### src/rtl/matriz_loader.sv
// matriz_loader
// Collects a stream of host bytes into 256-bit words and writes each
// finished word to a single-port RAM at consecutive addresses starting
// at BASE_ADDR. After NUM_WORDS words the loader parks in DONE until
// restart is pulsed.
//
// Optional feature macro: LOADER_CHECKSUM_EN
//   When defined, every word is followed by one checksum byte that must
//   equal the XOR of all 32 buffer bytes; a mismatch drops the word and
//   pulses chk_err. When undefined, chk_err is tied low.
//
// Ports
//   clk          in   1    single clock, posedge
//   rst          in   1    synchronous active-high reset
//   in_data      in   8    host byte
//   in_valid     in   1    in_data valid this cycle
//   in_last      in   1    final byte of the current word (with in_valid)
//   in_ready     out  1    loader accepts a byte this cycle
//   restart      in   1    start a new load from DONE
//   ram_address  out  8    RAM address (BASE_ADDR + word index)
//   ram_data     out  256  RAM write data (the word buffer)
//   ram_wren     out  1    RAM write enable, one cycle per word
//   load_done    out  1    level, all words written
//   chk_err      out  1    one-cycle pulse on checksum mismatch
module matriz_loader #(
  parameter logic [7:0] BASE_ADDR = 8'd0,
  parameter int         NUM_WORDS = 2
) (
  input  logic         clk,
  input  logic         rst,
  input  logic [7:0]   in_data,
  input  logic         in_valid,
  input  logic         in_last,
  output logic         in_ready,
  input  logic         restart,
  output logic [7:0]   ram_address,
  output logic [255:0] ram_data,
  output logic         ram_wren,
  output logic         load_done,
  output logic         chk_err
);

`ifdef LOADER_CHECKSUM_EN
  typedef enum logic [1:0] {FILL = 2'd0, CHK = 2'd1, WRITE = 2'd2, DONE = 2'd3} state_t;
`else
  typedef enum logic [1:0] {FILL = 2'd0, WRITE = 2'd2, DONE = 2'd3} state_t;
`endif

  localparam logic [7:0] LAST_IDX = 8'(NUM_WORDS - 1);

  state_t         r_state;
  logic [255:0]   r_buffer;
  logic [4:0]     r_byteCnt;
  logic [7:0]     r_wordIdx;
  logic [7:0]     r_ramAddress;
  logic           r_inReady;
  logic           r_ramWren;
  logic           r_loadDone;
  logic           w_accept;
  logic           w_wordEnd;

  assign w_accept    = in_valid && r_inReady;
  // A word closes on its 32nd byte or on any earlier byte flagged in_last.
  assign w_wordEnd   = (r_byteCnt == 5'd31) || in_last;

  assign in_ready    = r_inReady;
  assign ram_address = r_ramAddress;
  assign ram_data    = r_buffer;
  assign ram_wren    = r_ramWren;
  assign load_done   = r_loadDone;

`ifdef LOADER_CHECKSUM_EN
  logic       r_chkErr;
  logic [7:0] w_checksum;

  // XOR over the whole buffer; zero-filled bytes contribute nothing.
  always_comb begin
    w_checksum = '0;
    for (int k = 0; k < 32; k++) begin
      w_checksum = w_checksum ^ r_buffer[8*k +: 8];
    end
  end

  assign chk_err = r_chkErr;
`else
  assign chk_err = 1'b0;
`endif

  always_ff @(posedge clk) begin
    if (rst) begin
      r_state      <= FILL;
      r_buffer     <= '0;
      r_byteCnt    <= '0;
      r_wordIdx    <= '0;
      r_ramAddress <= BASE_ADDR;
      r_inReady    <= 1'b0;
      r_ramWren    <= 1'b0;
      r_loadDone   <= 1'b0;
`ifdef LOADER_CHECKSUM_EN
      r_chkErr     <= 1'b0;
`endif
    end else begin
      r_ramWren <= 1'b0;
`ifdef LOADER_CHECKSUM_EN
      r_chkErr  <= 1'b0;
`endif
      case (r_state)
        // in_ready is forced high here so the first cycle after reset
        // (where it is still low) opens the handshake.
        FILL: begin
          r_inReady <= 1'b1;
          if (w_accept) begin
            r_buffer[{r_byteCnt, 3'b000} +: 8] <= in_data;
            r_byteCnt <= r_byteCnt + 5'd1;
            if (w_wordEnd) begin
`ifdef LOADER_CHECKSUM_EN
              r_state   <= CHK;
`else
              r_state   <= WRITE;
              r_ramWren <= 1'b1;
              r_inReady <= 1'b0;
`endif
            end
          end
        end
`ifdef LOADER_CHECKSUM_EN
        // A bad checksum throws the word away and refills the same slot.
        CHK: begin
          if (w_accept) begin
            if (in_data == w_checksum) begin
              r_state   <= WRITE;
              r_ramWren <= 1'b1;
              r_inReady <= 1'b0;
            end else begin
              r_chkErr  <= 1'b1;
              r_buffer  <= '0;
              r_byteCnt <= '0;
              r_state   <= FILL;
            end
          end
        end
`endif
        WRITE: begin
          if (r_wordIdx == LAST_IDX) begin
            r_state    <= DONE;
            r_loadDone <= 1'b1;
          end else begin
            r_wordIdx    <= r_wordIdx + 8'd1;
            r_ramAddress <= r_ramAddress + 8'd1;
            r_buffer     <= '0;
            r_byteCnt    <= '0;
            r_inReady    <= 1'b1;
            r_state      <= FILL;
          end
        end
        DONE: begin
          if (restart) begin
            r_wordIdx    <= '0;
            r_ramAddress <= BASE_ADDR;
            r_buffer     <= '0;
            r_byteCnt    <= '0;
            r_loadDone   <= 1'b0;
            r_inReady    <= 1'b1;
            r_state      <= FILL;
          end
        end
        default: begin
          r_state <= FILL;
        end
      endcase
    end
  end

endmodule
### config.mk
export PLATFORM = sky130hd
export DESIGN_NAME = matriz_loader
export DESIGN_NICKNAME = d
export VERILOG_FILES = /design/src/rtl/matriz_loader.sv
export SDC_FILE = /design/constraint.sdc
export NUM_CORES = 1
export LEC_CHECK = 0
export CORE_MARGIN = 3
export CORE_UTILIZATION = 43
export CTS_CLUSTER_DIAMETER = 60
export DETAILED_ROUTE_END_ITERATION = 10
export PLACE_DENSITY = 0.75
export SLEW_MARGIN = 20
export SYNTH_ARGS = -nofsm -noshare
export SYNTH_HDL_FRONTEND = slang
export SYNTH_SLANG_ARGS = --single-unit
### constraint.sdc
create_clock -name clk -period 2.8 [get_ports clk]
set_clock_uncertainty 0.2 [all_clocks]
set_input_delay 0.42 -clock clk [delete_from_list [all_inputs] [get_ports clk]]
set_output_delay 0.42 -clock clk [all_outputs]
set_load 0.01 [all_outputs]
==> results.cfg, run 1 <==
[timing]
setup_ws_ns = 0.0965
fin_crit_ns = 2.70
finalHoldWorstSlack_ns = 0.257
setup_viol = 0
relSlewSlack_pct = 37.2
hold_viol = 0
worst-slew-pin-transition_ns = 0.932
fin_setup_tns_ns = 0
finalCritPeriodShare_pct = 96.6
finalMaxSlewViolations = 0
rsz0062_at_grt = yes
fmax_ghz = 0.370

[finish]
drive_above_1_share_pct = 13.5
fin_nets = 1329
finalInstanceArea_um2 = 15200
diodes = 0
area_growth_pct = 46.5

[place]
pre_cts_ws_ns = -0.0227
gp_congestion = 0.889
dp_hpwl_um = 24400
io_buffer_count = 279
placed_area_um2 = 14000

[floorplan]
num_rows = 56
die_w_um = 161
start_util_pct = 43.9
core_um2 = 23500
die-area_um2 = 26000
fp.dieH_um = 161
top_level_ports = 281

[clock_network]
path_clk_slew_ns = 0.06
htree_levels = 1
cts_tree = done
clkLatencyLatePin_ns = 0.54
cts-root-buf = clkbuf_16
cts_inserted_buffers = 29
cts_max_path_buffers = 3
clock-sinks = 282

[grt]
grt_pass1_vias = 9038
antenna_found_initial = 0
grt_usage_pct = 25.1
grt_max_degree = 73
grt_overflow = 0
grt_pass1_wl_um = 52500

[critical_path]
crit_path_start_kind = flop
endpoint_kind = flop
arrival_ns = 2.93
path_buf_inv = 2
crit_fanout = 11
max_stage_delay_ns = 0.39
cp_top_family = compound AO/OA/AOI/OAI gates
crit_type = flop to flop
crit_slowest_cell = or3b_1
path_cells = inv_1 > ha_2 > or3b_1 > a22o_2 > buf_4 > nor3_1 > o21ai_2 > a22o_1
worstPathRequired_ns = 3.02

[logic_synthesis]
ys_seq_elements = 282
yosys-top-cells-area = dfxtp_1, a22o_1, o2bb2ai_1, nand3_1, mux2i_1
netlist_instances = 968
async_flop_share_pct = 0
muxShareOfSynthArea_pct = 2.76
synth_area_per_cell_um2 = 10.7
synth-compound-area-share_pct = 23.0
synth_top_family_by_area = compound AO/OA/AOI/OAI gates
syn_area_um2 = 10300
synth_warnings = 0
synth-xor-area-share_pct = 1.44
yosysSeqAreaShare_pct = 54.6
synthSimpleGateAreaFrac_pct = 14.4
synth_cell_type_count = 67
yosysMostFrequentCell = dfxtp_1
synth_ff_type = dfxtp_1
yosysTopAreaCellShare_pct = 54.6
yosysTopAreaCell = dfxtp_1
synth_fa_ha_area_share_pct = 1.21
synth_nets = 991
synth-edff-count = 0
synth_top_cells_by_count = dfxtp_1, a22o_1, nor2_1, nand2_1, nand3_1

[detailed_routing]
vias = 9193
dr.pass1.iters = 5
viasPerCell = 5.59
drc = 0
ant_nets = 0
dr.first_iter.drc_count = 624
wire_per_inst_um = 20.5
routed_wl_um = 33700

[pwr]
peakVddDrop_mv = 0.567
p_total_mw = 9.04
p_leak_nw = 5.58
p_per_area_nw_per_um2 = 596

[job]
cap_violations = 0

[hold_path]
worstHoldPathType = flop to flop

[outcome]
outcome = finished, final reports clean
-- where the power goes --
part           internal, mW  total (mW)  switching (mW)  leakage, nW
clock                  2.78        4.35            1.57        0.526
combinational         0.213       0.656           0.443         2.78
sequential             4.02        4.03         0.00860         2.27
-- sequential cells by signal (all words and copies together), names as in the netlist --
register and count:
in_ready 1, load_done 1, r_byteCnt 5, r_state 2, r_wordIdx 8, ram_address 8
ram_data 256, ram_wren 1
-- timing repair --
| item | CTS | global route |
|---|---|---|
| hold endpoints to repair | 0 | 0 |
| pin swaps | 0 | 1 |
| setup buffers | 0 | 1 |
| endpoints found under the setup margin | 3 | 95 |
| gates resized for setup | 1 | 16 |
| hold buffers | 0 | 0 |
-- cell type report --
cell class | count | area (µm²)
sequential | 282 | 5650
timing repair buffer | 360 | 3450
fill | 1898 | 8380
clock buffer | 38 | 820
multi-input combinational | 626 | 4550
clock inverter | 12 | 273
tap | 319 | 399
inverter | 7 | 26.3
-- routing by layer --
metal | wire length [µm] | vias up | global-route usage [%] | part of all wire (%)
met4 | 922 | 0 | 6.61 | 2.7
met3 | 3290 | 58 | 7.82 | 9.8
li1 | - | 4313 | - | -
met2 | 15600 | 386 | 40.4 | 46
met1 | 13900 | 4436 | 33.0 | 41
met5 | 0 | - | 0 | 0
-- stage by stage --
step | std cells | utilization (%)
2_1_floorplan | 968 | -
3_3_place_gp | 1593 | 59.3
3_5_place_dp | 1593 | 59.3
4_1_cts | 1643 | 64.0
5_1_grt | 1644 | 64.4
6_report | 1644 | 64.4
-- layout by cell type (no fill, tap or decap), drive strengths merged, types with 32 or more instances in the layout --
master / instances
nand3: 54
clkbuf: 38
nand2: 53
clkdlybuf4s50: 279
dfxtp: 282
o21ai: 56
buf: 81
nor2: 68
o2bb2ai: 32
a22o: 137
-- tightest hold or removal path, stage by stage, from the launching register on --
cell	delay (ns)
dfxtp_1	0.31
nand2_1	0.05
mux2i_1	0.05
-- path summary, 6_finish.rpt --
path	startpoint	to	slack [ns]	cells past startpoint
max reg2reg	r_byteCnt[1]	ram_data[77]	0.1	8
min reg2reg	ram_data[96]	ram_data[96]	0.26	2
min	ram_data[96]	ram_data[96]	0.26	2
max	r_byteCnt[1]	ram_data[77]	0.1	8
-- cells by family after synthesis --
| group | Yosys count |
|---|---|
| XOR/XNOR | 17 |
| buffers and inverters | 60 |
| adder cells (fa/ha/maj) | 10 |
| flip-flops | 282 |
| AO/OA/AOI/OAI | 294 |
| multiplexers | 28 |
| AND/OR/NAND/NOR | 276 |
| other | 1 |
(Power assumes the default switching activity.)
==> run 2: changes to the inputs <==
- REMOVE_ABC_BUFFERS: default -> 1
==> results.cfg, run 2 (synthesis gave the netlist of run 1 again) <==
[timing]
finalMaxSlewViolations = 0
finalHoldWorstSlack_ns = 0.260
relSlewSlack_pct = 50.5
hold_viol = 0
setup_viol = 0
fin_setup_tns_ns = 0
setup_ws_ns = 0.0942
finalCritPeriodShare_pct = 96.6
fmax_ghz = 0.370
fin_crit_ns = 2.71
worst-slew-pin-transition_ns = 0.741
rsz0062_at_grt = yes

[place]
gp_congestion = 0.919
placed_area_um2 = 14000
pre_cts_ws_ns = -0.0335
io_buffer_count = 279
dp_hpwl_um = 24500
place_inst = 1590

[finish]
final_common_cell = dfxtp_1
area_growth_pct = 45.2
final_util_pct = 63.8
area.sequential_um2 = 5650
layout_common_cells = dfxtp_1, clkdlybuf4s50_1, a22o_1
fill_cells = 1927
finalInstanceArea_um2 = 15000
final-instance-count-excl-fill = 1642
drive_above_1_share_pct = 13.3
fin_nets = 1324
largest_reg_flops = 256
multiInputGateArea_um2 = 4570

[grt]
grt_usage_pct = 25.1
grt_overflow = 0
grt_pass1_vias = 8914
grt_pass1_wl_um = 52200
grt_max_degree = 73
antenna_found_initial = 1

[detailed_routing]
ant_nets = 0
vias = 9236
drc = 0
viasPerCell = 5.62
routed_wl_um = 34400
dr.pass1.iters = 5
dr.first_iter.drc_count = 836
wire_per_inst_um = 20.9

[critical_path]
crit_fanout = 11
worstPathRequired_ns = 3.06
max_stage_delay_ns = 0.72
rr_startpoint = r_byteCnt[1]
endpoint_kind = flop
crit_type = flop to flop
rrSetupSlack_ns = 0.09
reg2reg_to = ram_data[172]
path_cells = inv_1 > ha_2 > nand2_1 > or4_1 > nor2_1 > a22o_1
crit_path_start_kind = flop
arrival_ns = 2.97
rr_worst_depth = 6
crit_slowest_cell = or4_1

[floorplan]
num_rows = 56
top_level_ports = 281
die-area_um2 = 26000
core_um2 = 23500
fp.dieH_um = 161
die_w_um = 161
start_util_pct = 43.9

[hold_path]
hold_depth = 2
worstHoldPathType = flop to flop
holdPathEnd = ram_data[228]
holdCritStartpoint = ram_data[228]

[pwr]
swShare_pct = 23.8
clock_power_share_pct = 45.0
p_leak_nw = 5.50
p_sw_mw = 2.03
pwr-share-comb_pct = 7.8
p_per_area_nw_per_um2 = 569
internal-power_mw = 6.51
peakVddDrop_mv = 0.415
p_total_mw = 8.54
p_seq_share_pct = 47.2

[clock_network]
clkLatencyLatePin_ns = 0.54
post_cts_buffers = 0
clock-sinks = 282
htree_levels = 1
cts_hold_repair.buffers = 0
cts_max_path_buffers = 3
cts_tree = done
cts-root-buf = clkbuf_16
path_clk_slew_ns = 0.06
cts_inserted_buffers = 28
post_cts_resized = 2

[outcome]
outcome = finished, final reports clean

[job]
cap_violations = 0
==> run 2: routing by layer <==
metal  vias up  track usage [%]  wire [µm]
met4         0             8.53       1050
met5         -                0          0
met3        75             6.28       2570
met2       374             40.1      15800
li1       4301                -          -
met1      4486             33.5      14900
==> run 2: power groups by stage <==
| stage | Clock (mW) | Sequential [mW] | Combinational [mW] |
|---|---|---|---|
| floorplan | 0 | 4.13 | 0.308 |
| global placement | 0 | 4.12 | 0.625 |
| detailed placement | 0 | 4.12 | 0.630 |
| CTS | 3.90 | 4.03 | 0.633 |
| global route | 4.05 | 4.03 | 0.711 |
| finish | 3.84 | 4.03 | 0.669 |
==> run 2: final cells by class <==
type | count | area share, %
Sequential cell | 282 | 37.6
Clock buffer | 40 | 5.31
Timing Repair Buffer | 356 | 22.9
Clock inverter | 11 | 1.00
Inverter | 7 | 0.175
Antenna cell | 1 | 0.0167
Multi-Input combinational cell | 626 | 30.4
Tap cell | 319 | 2.66
==> run 2: worst max-delay path: cells and delay by family, from the launching register on <==
kind / cells / cell delay, ns
flops: 1 / 0.34
simple gates: 3 / 1.24
buf+inv: 1 / 0.10
compound gates: 1 / 0.22
fa+ha+maj: 1 / 0.51
==> run 2: worst max path at each step <==
stage | from | end | slack, ns | cells past startpoint
floorplan | r_state[1] | ram_data[106] | -0.88 | 5
global route | r_byteCnt[0] | ram_data[172] | -0.01 | 6
detailed placement | r_byteCnt[0] | ram_data[182] | -0.03 | 8
CTS | r_wordIdx[0] | ram_data[222] | 0.03 | 8
global placement | r_byteCnt[0] | ram_data[178] | -0.04 | 8
finish | r_byteCnt[1] | ram_data[172] | 0.09 | 6
==> run 3: changes to the inputs <==
- clock period: 2.8 -> 2.4 ns (I/O delays scaled with it)
==> results.cfg, run 3 (synthesis gave the netlist of run 1 again) <==
[critical_path]
rr_worst_depth = 7
max_stage_delay_ns = 0.57
crit_fanout = 8
rr_startpoint = r_byteCnt[0]
endpoint_kind = flop
setup.worst_path.start = r_byteCnt[0]
reg2reg_to = ram_data[55]
worstPathRequired_ns = 2.68
crit_type = flop to flop
crit_path_start_kind = flop
path_cells = inv_2 > ha_4 > or3b_4 > a22o_4 > nor2_8 > or4b_4 > o2bb2ai_2
arrival_ns = 2.69
rrSetupSlack_ns = -0.01
crit_slowest_cell = or4b_4
endpoint = ram_data[55]

[timing]
fin_crit_ns = 2.41
finalHoldWorstSlack_ns = 0.258
rsz0062_at_grt = yes
finalCritPeriodShare_pct = 101
fmax_ghz = 0.414
fin_setup_tns_ns = -0.0979
setup_viol = 9
relSlewSlack_pct = 59.3
setup_ws_ns = -0.0142
finalMaxSlewViolations = 0
hold_viol = 0
worst-slew-pin-transition_ns = 0.608

[detailed_routing]
dr.pass1.iters = 5
routed_wl_um = 36100
drc = 0
vias = 9756
viasPerCell = 5.60
dr.first_iter.drc_count = 820
wire_per_inst_um = 20.7
ant_nets = 0

[finish]
finalInstanceArea_um2 = 16500
fin_nets = 1425
drive_above_1_share_pct = 23.1
layout_common_cells = clkdlybuf4s50_1, dfxtp_1, a22o_1, buf_4, nor2_1
final_util_pct = 70.0
diodes = 0
multiInputGateArea_um2 = 4960
final_common_cell = clkdlybuf4s50_1
area_growth_pct = 59.3
fill_cells = 1748
final-instance-count-excl-fill = 1743
largest_reg_flops = 256
area.sequential_um2 = 5650

[grt]
grt_overflow = 0
grt_max_degree = 29
antenna_found_initial = 0
grt_pass1_vias = 9559
grt_pass1_wl_um = 54200
grt_usage_pct = 25.8

[pwr]
swShare_pct = 24.4
pwr-share-comb_pct = 10.2
internal-power_mw = 7.77
p_seq_share_pct = 45.8
p_total_mw = 10.3
p_sw_mw = 2.51
peakVddDrop_mv = 0.578
p_per_area_nw_per_um2 = 624
clock_power_share_pct = 44.0
p_leak_nw = 6.25

[floorplan]
die_w_um = 161
start_util_pct = 43.9
top_level_ports = 281
core_um2 = 23500
fp.dieH_um = 161
die-area_um2 = 26000
num_rows = 56

[clock_network]
clkLatencyLatePin_ns = 0.55
cts_tree = done
clock-sinks = 282
htree_levels = 1
cts-root-buf = clkbuf_16
path_clk_slew_ns = 0.06
cts_hold_repair.buffers = 0
cts_max_path_buffers = 3
cts_inserted_buffers = 30

[place]
gp_congestion = 0.904
dp_hpwl_um = 25100
pre_cts_ws_ns = -0.402
place_inst = 1665
placed_area_um2 = 14600
io_buffer_count = 279

[hold_path]
worstHoldPathType = flop to flop

[job]
cap_violations = 0

[outcome]
violations = negative setup slack
outcome = complete, but fails checks
## run 3: metal layers
| layer | wire [µm] | vias to the layer above | track usage [%] |
|---|---|---|---|
| li1 | - | 4522 | - |
| met2 | 16300 | 449 | 40.0 |
| met5 | 0 | - | 0 |
| met4 | 1680 | 0 | 12.0 |
| met1 | 15400 | 4674 | 34.7 |
| met3 | 2790 | 111 | 5.51 |
## run 3: area by class of cell
| cell class | instances | share of cell area, % |
|---|---|---|
| clock buffers | 45 | 5.33 |
| multi-input cells | 626 | 30.1 |
| inverters | 7 | 0.159 |
| well taps | 319 | 2.42 |
| clock inverters | 9 | 0.585 |
| flip-flops and latches | 282 | 34.3 |
| repair buffers | 455 | 27.1 |
## run 3: repair_timing
action / CTS / global route
endpoints found under the hold margin: 0 / 0
gates resized for setup: 58 / 74
setup endpoints to repair: 254 / 191
gates cloned: 0 / 7
setup buffers: 9 / 11
pin swaps: 13 / 37
## run 3: worst min path at each step
stage                        startpoint            end  slack (ns)  cells after the start
final                     ram_data[226]  ram_data[226]        0.26                      2
after global routing      ram_data[226]  ram_data[226]        0.28                      2
after CTS                 ram_data[226]  ram_data[226]        0.26                      2
after detailed placement  ram_data[224]  ram_data[224]        0.24                      2
after global placement     ram_data[99]   ram_data[99]        0.24                      2
after floorplan                     rst    ram_data[0]        0.23                      1
## run 3: power by group through the flow
| stage | clock network, mW | logic (mW) | registers [mW] |
|---|---|---|---|
| after floorplan | 0 | 0.360 | 4.82 |
| after global placement | 0 | 0.823 | 4.81 |
| after detailed placement | 0 | 0.830 | 4.81 |
| after CTS | 4.56 | 0.919 | 4.71 |
| after global routing | 4.78 | 1.10 | 4.71 |
| final | 4.53 | 1.05 | 4.71 |
## run 3: critical path, delay by kind of cell, from the launching register on
kind	cells	cell delay (ns)
AND/OR/NAND/NOR	3	1.06
buffers and inverters	1	0.09
flip-flops	1	0.33
AO/OA/AOI/OAI	2	0.50
adder cells (fa/ha/maj)	1	0.16
